===== src/rtl/shift_deser_pkg.sv =====
// Shared types and defaults for the serial-to-parallel receiver.
package shift_deser_pkg;

  typedef enum logic {
    IDLE  = 1'b0,
    SHIFT = 1'b1
  } deser_state_t;

  localparam int DEFAULT_WIDTH = 8;

endpackage


===== src/rtl/deser_shift_core.sv =====
// WIDTH-bit right-shift register: new bits enter at the MSB, so after WIDTH
// shifts the first bit received sits at bit 0 (LSB-first reassembly).
module deser_shift_core #(
  parameter int WIDTH = 8
) (
  input  logic             Clk,
  input  logic             Reset,
  input  logic             Shift_En,
  input  logic             Clear,
  input  logic             Shift_In,
  output logic [WIDTH-1:0] Data
);

  // Clear has priority so a completed word leaves the register empty.
  always_ff @(posedge Clk or posedge Reset) begin
    if (Reset) begin
      Data <= '0;
    end else if (Clear) begin
      Data <= '0;
    end else if (Shift_En) begin
      Data <= {Shift_In, Data[WIDTH-1:1]};
    end
  end

endmodule


===== src/rtl/shift_deser.sv =====
// Serial-to-parallel receiver: frames WIDTH LSB-first bits behind a start
// marker, hands the word to a valid/ready holding stage, and reports
// overruns (sticky) and restarted frames (one-cycle pulse).
module shift_deser
  import shift_deser_pkg::*;
#(
  parameter int WIDTH = DEFAULT_WIDTH,
  parameter int CNT_W = $clog2(WIDTH)
) (
  input  logic             Clk,
  input  logic             Reset,
  input  logic             Serial_In,
  input  logic             Serial_En,
  input  logic             Frame_Start,
  input  logic             Out_Ready,
  input  logic             Clear_Err,
  output logic [WIDTH-1:0] Data_Out,
  output logic             Out_Valid,
  output logic             Busy,
  output logic [CNT_W-1:0] Bit_Count,
  output logic             Overrun,
  output logic             Abort
);

  localparam logic [CNT_W-1:0] LAST_COUNT = CNT_W'(WIDTH - 1);

  deser_state_t     state;
  deser_state_t     state_next;
  logic [WIDTH-1:0] sr;
  logic [WIDTH-1:0] word_next;
  logic             shift_en;
  logic             restart;
  logic             complete;
  logic             transfer;

  // A bit is taken when it starts a frame or continues one in progress.
  assign shift_en  = Serial_En && ((state == SHIFT) || Frame_Start);
  assign restart   = (state == SHIFT) && Serial_En && Frame_Start;
  assign complete  = (state == SHIFT) && Serial_En && !Frame_Start &&
                     (Bit_Count == LAST_COUNT);
  assign transfer  = Out_Valid && Out_Ready;
  // The completing bit never lands in sr; the word is taken from the
  // shift input directly so it reaches the holding stage on the same edge.
  assign word_next = {Serial_In, sr[WIDTH-1:1]};
  assign Busy      = (state == SHIFT);

  deser_shift_core #(
    .WIDTH(WIDTH)
  ) u_core (
    .Clk      (Clk),
    .Reset    (Reset),
    .Shift_En (shift_en),
    .Clear    (complete),
    .Shift_In (Serial_In),
    .Data     (sr)
  );

  // State register.
  always_ff @(posedge Clk or posedge Reset) begin
    if (Reset) begin
      state <= IDLE;
    end else begin
      state <= state_next;
    end
  end

  // Next-state: a start marker opens a frame, the WIDTH-th bit closes it.
  always_comb begin
    state_next = state;
    case (state)
      IDLE:    if (Serial_En && Frame_Start) state_next = SHIFT;
      SHIFT:   if (complete) state_next = IDLE;
      default: state_next = IDLE;
    endcase
  end

  // Bit counter: a start marker always restarts at 1, completion returns to 0.
  always_ff @(posedge Clk or posedge Reset) begin
    if (Reset) begin
      Bit_Count <= '0;
    end else if (shift_en) begin
      if (Frame_Start) begin
        Bit_Count <= CNT_W'(1);
      end else if (complete) begin
        Bit_Count <= '0;
      end else begin
        Bit_Count <= Bit_Count + CNT_W'(1);
      end
    end
  end

  // Abort pulses for one cycle after a frame is restarted mid-word.
  always_ff @(posedge Clk or posedge Reset) begin
    if (Reset) begin
      Abort <= 1'b0;
    end else begin
      Abort <= restart;
    end
  end

  // Holding stage: load when empty or being drained this cycle, else keep.
  always_ff @(posedge Clk or posedge Reset) begin
    if (Reset) begin
      Data_Out  <= '0;
      Out_Valid <= 1'b0;
    end else if (complete && (!Out_Valid || Out_Ready)) begin
      Data_Out  <= word_next;
      Out_Valid <= 1'b1;
    end else if (transfer) begin
      Out_Valid <= 1'b0;
    end
  end

  // Sticky overrun: a dropped word sets it and wins over a coincident clear.
  always_ff @(posedge Clk or posedge Reset) begin
    if (Reset) begin
      Overrun <= 1'b0;
    end else if (complete && Out_Valid && !Out_Ready) begin
      Overrun <= 1'b1;
    end else if (Clear_Err) begin
      Overrun <= 1'b0;
    end
  end

endmodule

===== config.mk =====
export PLATFORM = sky130hd
export DESIGN_NAME = shift_deser
export DESIGN_NICKNAME = d
export VERILOG_FILES = /design/src/rtl/shift_deser_pkg.sv /design/src/rtl/deser_shift_core.sv /design/src/rtl/shift_deser.sv
export SDC_FILE = /design/constraint.sdc
export NUM_CORES = 1
export LEC_CHECK = 0
export BUFFER_PORTS_ARGS = -buffer_cell sky130_fd_sc_hd__buf_4
export CAP_MARGIN = 20
export CORE_MARGIN = 5
export CORE_UTILIZATION = 30
export CTS_CLUSTER_SIZE = 40
export DETAILED_ROUTE_END_ITERATION = 8
export GPL_ROUTABILITY_DRIVEN = 1
export PLACE_DENSITY_LB_ADDON = 0.1
export SLEW_MARGIN = 20
export SYNTH_ARGS = -nofsm -noshare
export SYNTH_HDL_FRONTEND = slang
export SYNTH_SLANG_ARGS = --single-unit

===== constraint.sdc =====
create_clock -name Clk -period 2.9 [get_ports Clk]
set_input_delay 0.145 -clock Clk [delete_from_list [all_inputs] [get_ports Clk]]
set_output_delay 0.145 -clock Clk [all_outputs]
set_load 0.01 [all_outputs]

; Word-level counts from Yosys, hierarchy flattened
; Index checks and enable logic that the tools add are counted.
; Widths: inputs -> output; s select.
[classes]
n_addsub = 1
n_eq_ne = 1
mux = 11
bitwise_logic = 1
n_reduce_logical = 18
[ops]
columns = operator, count
row1 = $mux 8, 2
row2 = $logic_and 1x1->1, 10
row3 = $mux 1, 6
row4 = $mux 3, 2
row5 = $reduce_bool 2->1, 3
row6 = $add 3x1->3 const B, 1
row7 = $eq 3x3->1 const B, 1
row8 = $logic_not 1->1, 3
row9 = $logic_or 1x1->1, 2
row10 = $pmux 1 s2, 1
row11 = $not 1->1, 1
[word_totals]
ff_bits = 23
output_inout_bits = 15

; Logic depth before layout (Yosys ltp)
[depth]
word_depth = 6
ltp_mapped = 6
mapped_depth_nobuf = 5

; Modules after synthesis
; From an unflattened synthesis, not the netlist that was laid out.
[unflattened]
hier_cells = 77
hier_area_um2 = 972.2
[modules_own_cells]
columns = mod, n_inst, cells_each, area_per_inst_um2, seq_area_each_um2
row1 = shift_deser, 1, 50, 643.1, 375.4
row2 = deser_shift_core, 1, 27, 329.1, 200.2

; Least setup slack after synthesis
; No wires, ideal clock.
[synth_timing]
kind = flip-flop to flip-flop
from = register Bit_Count[0]
to = register Data_Out[0]
setup_ns = 0.125
arrival_time_ns = 1.533
required_ns = 2.775
setup_slack_ns = 1.242
path_stages_with_launch = 7
synth_period_minus_slack_ns = 1.658
path_cell_list = dfrtp_1 -> ha_1 -> ha_1 -> nand4b_4 -> nor2b_1 -> buf_6 -> mux2_4
[synth_via]
elab_chain_cells = 3
[synth_rtl]
columns = item, line
row1 = start: declaration, shift_deser.sv:20  ; output logic [CNT_W-1:0] Bit_Count,
row2 = start signal: assignment, shift_deser.sv:87  ; Bit_Count <= Bit_Count + CNT_W'(1);
row3 = $eq 3x3->1, shift_deser.sv:40  ; (Bit_Count == LAST_COUNT);
row4 = $logic_and 1x1->1, shift_deser.sv:39  ; assign complete = (state == SHIFT) && Serial_En && !Frame_Start &&
row5 = $logic_and 1x1->1, shift_deser.sv:106  ; end else if (complete && (!Out_Valid || Out_Ready)) begin
row6 = end signal: assignment, shift_deser.sv:107  ; Data_Out <= word_next;
row7 = end: declaration, shift_deser.sv:17  ; output logic [WIDTH-1:0] Data_Out,
; Every way passes these cells.
; A chain may end at the register's enable or synchronous reset.

; Worst setup path in the final report
[layout_timing]
from = register Bit_Count[0]
to = register Data_Out[4]
; The elaborated chain is that of the path after synthesis.

==> qor.yml <==
global_route:
  gr-total-overflow: 0
  grt_pass1_vias: 615
  grt_max_degree: 23
  track_usage_pct: 9.277
  grt_pass1_wl_um: 2994
  antenna_found_initial: 0
clock_tree:
  cts-root-buf: "clkbuf_4"
  clk_pin_slew_ns: 0.12
  cts_tree: "done"
  cts_buffers: 3
  post-cts-setup-buffers: 0
  cts_sinks: 22
  cts_resized: 0
  clk_path_buf_depth: 2
  cts_hold_buf: 1
  clock_latency_ns: 0.30
  ctsHtreeMaxLevel: 1
place:
  dp_cells: 130
  routabilityCongestion: 0.6756
  numPortBuffers: 21
  dp_hpwl_um: 1221
  pre_cts_slack_ns: 1.184
logic_synthesis:
  syn_area_per_cell_um2: 13.95
  yosys_warnings: 0
  syn-num-nets: 76
  synth_seq_cells: 22
  syn-instance-count: 67
  ys_seq_area_share_pct: 58.90
  syn_area_um2: 934.6
  ys_types: 20
routing:
  detail_route.wl_per_cell_um: 12.64
  via_per_inst: 4.274
  drt-pass1-iter-count: 3
  drt-initial-drc-count: 8
  drc: 0
  vias: 577
  postRouteAntennaNets: 0
  drt_wl_total_um: 1707
sta:
  fin_setup_tns_ns: 0
  fmax_ghz: 0.5818
  setup_violations: 0
  rsz0062_at_grt: "false"
  fin_crit_sh_pct: 59.27
  min_period_ns: 1.719
  worstMarginPinSlew_ns: 0.8245
  worst_slack_ns: 1.181
  finalClockSkew_ns: 0.0008960
  hold_ws_ns: -0.009927
  hold_violations: 22
  maxSlewHeadroom_pct: 44.97
  final_max_slew_viol_count: 0
worst_setup_path:
  path_class: "reg -> reg"
  crit_arrival_ns: 1.92
  cp_max_fo: 8
  crit_path_start_kind: "flip-flop"
  cp_data_required_time_ns: 3.10
  cp-end-kind: "flip-flop"
die:
  start_util_pct: 30.87
  die_x_um: 65.82
  dieHeight_um: 65.82
  io_pins: 22
  die_area_um2: 4332
  row_count: 20
  coreArea_um2: 3028
hold_path:
  hold_class: "in -> async"
finish:
  diodes: 0
  final_core_utilization_pct: 38.88
  final_cell_mix: "dfrtp_1, buf_4, a22o_1, mux2_4, nand2_1"
  nets: 101
  drive_gt1_share_pct: 38.46
  syn_to_final_growth_pct: 25.97
  fin_cells: 135
outcome:
  outcome: "finished, violations left"
  violations: "hold timing"
power:
  powerDensity_nw_per_um2: 585.3
  p_clk_share_pct: 24.5
  internal_power_uw: 507.6
  leakagePower_nw: 0.6077
  p_sw_share_pct: 26.33
  power_frac_seq_pct: 55.1
  p_sw_uw: 181.4
  irDropWorstVdd_mv: 0.1575
  pwr-share-comb_pct: 20.3
run:
  drv_cap: 0
## power by group through the flow
| stage | clock, mW | sequential (mW) | combinational [mW] |
|---|---|---|---|
| 2_1_floorplan | 0 | 0.390 | 0.0757 |
| 3_3_place_gp | 0 | 0.386 | 0.141 |
| 3_5_place_dp | 0 | 0.387 | 0.142 |
| 4_1_cts | 0.181 | 0.381 | 0.144 |
| 5_1_grt | 0.193 | 0.388 | 0.155 |
| 6_report | 0.169 | 0.380 | 0.140 |
## critical path, stage by stage (launching register included)
cell and delay [ns]:
dfrtp_1 0.41, ha_1 0.16, ha_1 0.27, nand4b_4 0.13, nor2b_1 0.13, buf_4 0.21, mux2_4 0.32
## state kept, by name (all words and copies together), names as in the netlist
register,count
Overrun,1
Abort,1
Out_Valid,1
u_core.Data,7
Data_Out,8
Busy,1
Bit_Count,3
## layout make-up
cell class	count	area, um2
clock buffers	4	36.28
fillers	297	1851
multi-input cells	38	345.3
repair buffers	23	175.2
flip-flops and latches	22	550.5
well taps	44	55.05
inverters	4	15.01
## through the flow
stage / area, um2 / total power, mW
3_3_place_gp: 1131 / 0.5272
3_5_place_dp: 1131 / 0.5292
4_1_cts: 1177 / 0.7057
2_1_floorplan: 934.6 / 0.4654
6_report: 1177 / 0.6891
5_1_grt: 1177 / 0.7364
## layer usage
layer | vias to the layer above | wire [um] | GRT usage (%)
li1 | 287 | - | -
met5 | - | 0 | 0
met1 | 279 | 760 | 11.22
met3 | 2 | 78 | 2.381
met2 | 9 | 849 | 14.77
met4 | 0 | 19 | 5.440
## cell usage after synthesis (all sizes together)
cell type	n	area, um2
dfrtp	22	550.5
a22o	8	70.07
mux2	8	120.1
nand2	6	22.52
inv	4	15.01
buf	3	23.77
ha	2	25.02
nor2b	2	12.51
o21a	2	15.01
o21ai	2	10.00
o22ai	2	12.51
and3	1	6.260
nand2b	1	6.260
nand3	1	5.000
nand4b	1	23.77
nor3b	1	7.510
o41ai	1	8.760
## cells by family (layout without fill, tap and decap cells)
logic type / count (synthesis) / in the layout / synth area share (%)
mux: 8 / 8 / 12.85
simple gates: 13 / 13 / 8.969
buf+inv: 7 / 31 / 4.149
compound gates: 15 / 15 / 12.45
flops: 22 / 22 / 58.90
fa+ha+maj: 2 / 2 / 2.677
## path summary, 6_finish.rpt
kind	from	endpoint	slack (ns)	depth (start not counted)
max	Bit_Count[0]	Data_Out[4]	1.18	6
min	Reset	Data_Out[6]	-0.01	2
max reg2reg	Bit_Count[0]	Data_Out[4]	1.18	6
min reg2reg	u_core.Data[1]	u_core.Data[1]	0.51	1
max in group asynchronous	Reset	Abort	2.40	2
min in group Clk	Serial_In	Data_Out[7]	0.08	2
No activity file was read; power rests on OpenSTA's default activity.
